$ cat src/rtl/fsm_req_shaper.sv
// Request conditioner ahead of the 4-agent arbiter: queues job pulses per agent,
// holds each granted request for a fixed burst and forces a gap between bursts.

module fsm_req_shaper_chan #(
   parameter int BURST_LEN = 4,
   parameter int GAP_LEN   = 2,
   parameter int CNT_W     = 3
) (
   input  logic             clock,
   input  logic             reset,
   input  logic             job_i,
   input  logic             gnt_i,
   output logic             req_o,
   output logic             done_o,
   output logic             gnt_err_o,
   output logic             ovf_o,
   output logic [CNT_W-1:0] pend_o
);

   localparam int BW = (BURST_LEN > 1) ? $clog2(BURST_LEN) : 1;
   localparam int GW = (GAP_LEN > 1) ? $clog2(GAP_LEN) : 1;
   localparam logic [BW-1:0] BLAST = BW'(BURST_LEN - 1);
   localparam logic [GW-1:0] GLAST = GW'(GAP_LEN - 1);
   localparam logic [CNT_W-1:0] PMAX = {CNT_W{1'b1}};

   typedef enum logic [1:0] {IDLE, REQ, BURST, GAP} state_t;

   state_t           state_q;
   logic [BW-1:0]    bcnt_q;
   logic [GW-1:0]    gcnt_q;
   logic [CNT_W-1:0] pend_q;
   logic             done_q;
   logic             gerr_q;
   logic             ovf_q;
   logic             last_beat;
   logic             sat;

   assign last_beat = (state_q == BURST) && gnt_i && (bcnt_q == BLAST);
   assign sat       = (pend_q == PMAX);

   // Job and completion on one edge cancel, even when saturated.
   always_ff @(posedge clock or posedge reset) begin
      if (reset) begin
         state_q <= IDLE;
         bcnt_q  <= '0;
         gcnt_q  <= '0;
         pend_q  <= '0;
         done_q  <= 1'b0;
         gerr_q  <= 1'b0;
         ovf_q   <= 1'b0;
      end else begin
         done_q <= 1'b0;
         gerr_q <= 1'b0;
         if (job_i && !last_beat) begin
            if (sat)
               ovf_q <= 1'b1;
            else
               pend_q <= pend_q + 1'b1;
         end else if (!job_i && last_beat) begin
            pend_q <= pend_q - 1'b1;
         end
         unique case (state_q)
            IDLE: begin
               if (gnt_i)
                  gerr_q <= 1'b1;
               if (pend_q != '0)
                  state_q <= REQ;
            end
            REQ: begin
               if (gnt_i) begin
                  state_q <= BURST;
                  bcnt_q  <= '0;
               end
            end
            BURST: begin
               if (!gnt_i) begin
                  state_q <= REQ;
                  bcnt_q  <= '0;
                  gerr_q  <= 1'b1;
               end else if (bcnt_q == BLAST) begin
                  state_q <= GAP;
                  gcnt_q  <= '0;
                  done_q  <= 1'b1;
               end else begin
                  bcnt_q <= bcnt_q + 1'b1;
               end
            end
            GAP: begin
               if (gnt_i)
                  gerr_q <= 1'b1;
               if (gcnt_q == GLAST)
                  state_q <= (pend_q != '0) ? REQ : IDLE;
               else
                  gcnt_q <= gcnt_q + 1'b1;
            end
            default: state_q <= IDLE;
         endcase
      end
   end

   assign req_o     = (state_q == REQ) || (state_q == BURST);
   assign done_o    = done_q;
   assign gnt_err_o = gerr_q;
   assign ovf_o     = ovf_q;
   assign pend_o    = pend_q;

endmodule

module fsm_req_shaper #(
   parameter int BURST_LEN = 4,
   parameter int GAP_LEN   = 2,
   parameter int CNT_W     = 3
) (
   input  logic               clock,
   input  logic               reset,
   input  logic               job_0,
   input  logic               job_1,
   input  logic               job_2,
   input  logic               job_3,
   input  logic               gnt_0,
   input  logic               gnt_1,
   input  logic               gnt_2,
   input  logic               gnt_3,
   output logic               req_0,
   output logic               req_1,
   output logic               req_2,
   output logic               req_3,
   output logic [3:0]         done,
   output logic [4*CNT_W-1:0] pend_cnt,
   output logic [3:0]         overflow,
   output logic [3:0]         gnt_err
);

   logic [3:0] job_v;
   logic [3:0] gnt_v;
   logic [3:0] req_v;

   assign job_v = {job_3, job_2, job_1, job_0};
   assign gnt_v = {gnt_3, gnt_2, gnt_1, gnt_0};

   for (genvar n = 0; n < 4; n++) begin : g_ch
      fsm_req_shaper_chan #(
         .BURST_LEN(BURST_LEN),
         .GAP_LEN  (GAP_LEN),
         .CNT_W    (CNT_W)
      ) u_ch (
         .clock    (clock),
         .reset    (reset),
         .job_i    (job_v[n]),
         .gnt_i    (gnt_v[n]),
         .req_o    (req_v[n]),
         .done_o   (done[n]),
         .gnt_err_o(gnt_err[n]),
         .ovf_o    (overflow[n]),
         .pend_o   (pend_cnt[n*CNT_W +: CNT_W])
      );
   end

   assign req_0 = req_v[0];
   assign req_1 = req_v[1];
   assign req_2 = req_v[2];
   assign req_3 = req_v[3];

endmodule

$ cat config.mk
export PLATFORM = sky130hd
export DESIGN_NAME = fsm_req_shaper
export DESIGN_NICKNAME = d
export VERILOG_FILES = /design/src/rtl/fsm_req_shaper.sv
export SDC_FILE = /design/constraint.sdc
export NUM_CORES = 1
export LEC_CHECK = 0
export ABC_AREA = 1
export CORE_MARGIN = 2
export CORE_UTILIZATION = 38
export CTS_BUF_LIST = sky130_fd_sc_hd__clkbuf_8
export CTS_CLUSTER_SIZE = 25
export DETAILED_ROUTE_END_ITERATION = 8
export SKIP_LAST_GASP = 1
export SYNTH_ARGS = -nofsm -noshare
export SYNTH_HDL_FRONTEND = slang
export SYNTH_SLANG_ARGS = --single-unit
$ cat constraint.sdc
create_clock -name clock -period 1.8 [get_ports clock]
set_input_delay 0.36 -clock clock [delete_from_list [all_inputs] [get_ports clock]]
set_output_delay 0.36 -clock clock [all_outputs]
set_load 0.1 [all_outputs]
==> impl_metrics.ini <==
[timing]
rsz0062_at_grt = yes
worst_slew_pin_slew_ns = 0.2770
hold_slack_ns = 0.4015
fin_worst_skew_ns = 0.008220
final_max_slew_viol_count = 0
max_freq_mhz = 587.9
final-setup-viol-count = 0
relSlewSlack_pct = 81.53
fin_crit_ns = 1.701
hold_viol_final = 0
fin_crit_sh_pct = 94.51

[synth]
yosysSeqAreaShare_pct = 41.26
synth_warnings = 0
synth_area_leaders = dfrtp_1 (41%), ha_1 (11%), nand2_1 (11%), inv_1 (5.2%), nand3_1 (4.9%)
synth_common_cells = nand2_1 (75), dfrtp_1 (44), inv_1 (37), nand3_1 (26)
yosysTopAreaCell = dfrtp_1
netlist_area_mm2 = 0.002669
syn_area_per_cell_um2 = 8.581
yosysUniqueCellTypes = 25
synth_top_area_share_pct = 41.26
synth_edf_count = 0
async_flop_share_pct = 100.0
yosys.cell_count.top_type = nand2_1
synth-main-ff-cell = dfrtp_1
syn_nets = 349
syn_inst = 311
yosys_register_bits = 44

[worst_setup_path]
cp_max_fo = 6
critPathLaunchType = flop
end_kind = primary output
reg2reg_depth = 8
worstSetupStartpoint = g_ch[3].u_ch.state_q[1]$_DFFE_PP0P_
path_class = flop to primary output
reg2reg_slack_ns = 0.12
worstReg2RegStart = g_ch[2].u_ch.state_q[0]$_DFFE_PP0P_
critical_path_arrival_ns = 1.34
cp.required_ns = 1.44
r2r-end = g_ch[2].u_ch.pend_o[2]$_DFFE_PP0P_

[min_path]
hold_class = input port to async pin

[run_status]
status = complete, no violations

[drt]
wl_mm = 5.142
num_vias = 2187
drc = 0
firstDrtPassIters = 4
drtIter0Drc = 55
viasPerCell = 4.683
drt-wirelength-per-cell_um = 11.01
antenna_left = 0

[floorplanning]
fp.dieH_um = 87.81
dieArea_mm2 = 0.007710
start_util_pct = 39.28
die_width_um = 87.81
core_area_mm2 = 0.006794
io_pins = 38
std_cell_rows = 30

[placement]
gp_congestion = 0.8131
io_buffers = 37
place_hpwl_mm = 3.870

[grt]
antenna_found_initial = 0
grt_pass1_wl_mm = 8.983
grt_overflow = 0
grt_max_degree = 45
grt_pass1_vias = 2093
grtUsageTotal_pct = 14.58

[clocking]
postCtsHoldBufs = 0
clk_latency_ns = 0.29
cts_buffers = 5
cts_max_level = 2
path_clk_slew_ns = 0.08
cts_root_buffer = clkbuf_8
clock_sinks = 44
clockBufferDepth = 2
tritoncts = done

[job]
cap_violations = 0

[cells_and_area]
diodes = 0
num-fill-cells = 617
drive_gt1_share_pct = 24.26
nets = 409
seqCellArea_mm2 = 0.001101
area_growth_pct = 39.24
multi_input_area_mm2 = 0.001368
==> cell type report <==
cell class	count	share of cell area, %
tap	96	3.232
clock buffer	7	2.593
timing repair buffer	65	23.50
multi-input combinational	214	36.80
inverter	41	4.242
sequential	44	29.63
==> sequential cells by signal (all words and copies together), names as in the netlist <==
name,cells
g_ch.u_ch.pend_o,12
g_ch.u_ch.bcnt_q,8
g_ch.u_ch.state_q,8
g_ch.u_ch.done_o,4
g_ch.u_ch.gcnt_q,4
g_ch.u_ch.gnt_err_o,4
g_ch.u_ch.ovf_o,4
==> placed cells by master, fill, tap and decap left out <==
master | synthesis | layout
nor2_1 | 13 | 13
a32o_1 | 1 | 1
ha_2 | 0 | 4
o21bai_1 | 4 | 4
inv_2 | 1 | 4
a21o_1 | 1 | 1
nand2_4 | 4 | 4
nand3_1 | 26 | 26
clkinv_2 | 3 | 3
inv_1 | 37 | 34
buf_12 | 0 | 29
nand3b_1 | 5 | 5
xor2_1 | 4 | 4
nand3_2 | 4 | 4
ha_4 | 0 | 3
ha_1 | 24 | 17
a21oi_1 | 2 | 2
nand2_2 | 3 | 3
nand4_1 | 10 | 10
o21ai_0 | 24 | 24
nand2_1 | 75 | 75
fa_1 | 4 | 4
clkdlybuf4s50_1 | 0 | 9
nor2_2 | 2 | 2
dfrtp_1 | 44 | 44
o21ai_1 | 4 | 4
clkbuf_8 | 0 | 7
buf_4 | 12 | 27
o211ai_1 | 1 | 1
o21a_1 | 3 | 3
==> logic make-up after synthesis <==
group	Yosys count	synth area share, %
buffers and inverters	53	9.282
flip-flops	44	41.26
AO/OA/AOI/OAI	40	8.533
XOR/XNOR	4	1.313
adder cells (fa/ha/maj)	28	14.25
AND/OR/NAND/NOR	142	25.36
==> what timing repair did <==
action,in CTS,in global routing
resized for setup,1,7
pin swaps,0,0
endpoints found under the setup margin,3,6
buffers inserted,3,2
==> worst max-delay path: stages (launching register included) <==
cell	delay (ns)
dfrtp_1	0.41
inv_2	0.09
ha_2	0.37
buf_12	0.18
==> worst max-delay path by stage <==
stage,cells past startpoint,end,slack (ns)
floorplan,5,g_ch[0].u_ch.pend_o[2]$_DFFE_PP0P_,0.01
global placement,7,g_ch[3].u_ch.pend_o[2]$_DFFE_PP0P_,0.01
detailed placement,7,g_ch[3].u_ch.pend_o[2]$_DFFE_PP0P_,-0.04
CTS,4,req_0,0.01
global route,3,req_2,-0.001
finish,3,req_3,0.1
==> layer usage <==
| layer | share of wire, % | track usage [%] | vias up |
|---|---|---|---|
| li1 | - | - | 1123 |
| met1 | 47 | 18.81 | 1017 |
| met2 | 48 | 24.10 | 40 |
| met3 | 4.3 | 3.487 | 7 |
| met4 | 1.1 | 4.895 | 0 |
| met5 | 0 | 0 | - |
==> through the flow <==
step            TNS (ns)  area [µm²]  instances  utilization, %  setup WS, ns
2_1_floorplan          0        2679        311               -       0.01037
3_3_place_gp           0        3545        455           52.17       0.01073
3_5_place_dp    -0.07604        3545        455           52.17      -0.03764
4_1_cts                0        3674        465           54.07       0.01250
5_1_grt        -0.001127        3716        467           54.70     -0.001127
6_report               0        3716        467           54.70       0.09890
Power is left out: the tool's default activity adds up to more than one toggle a clock period on the data nets, which glitch-free logic cannot reach.
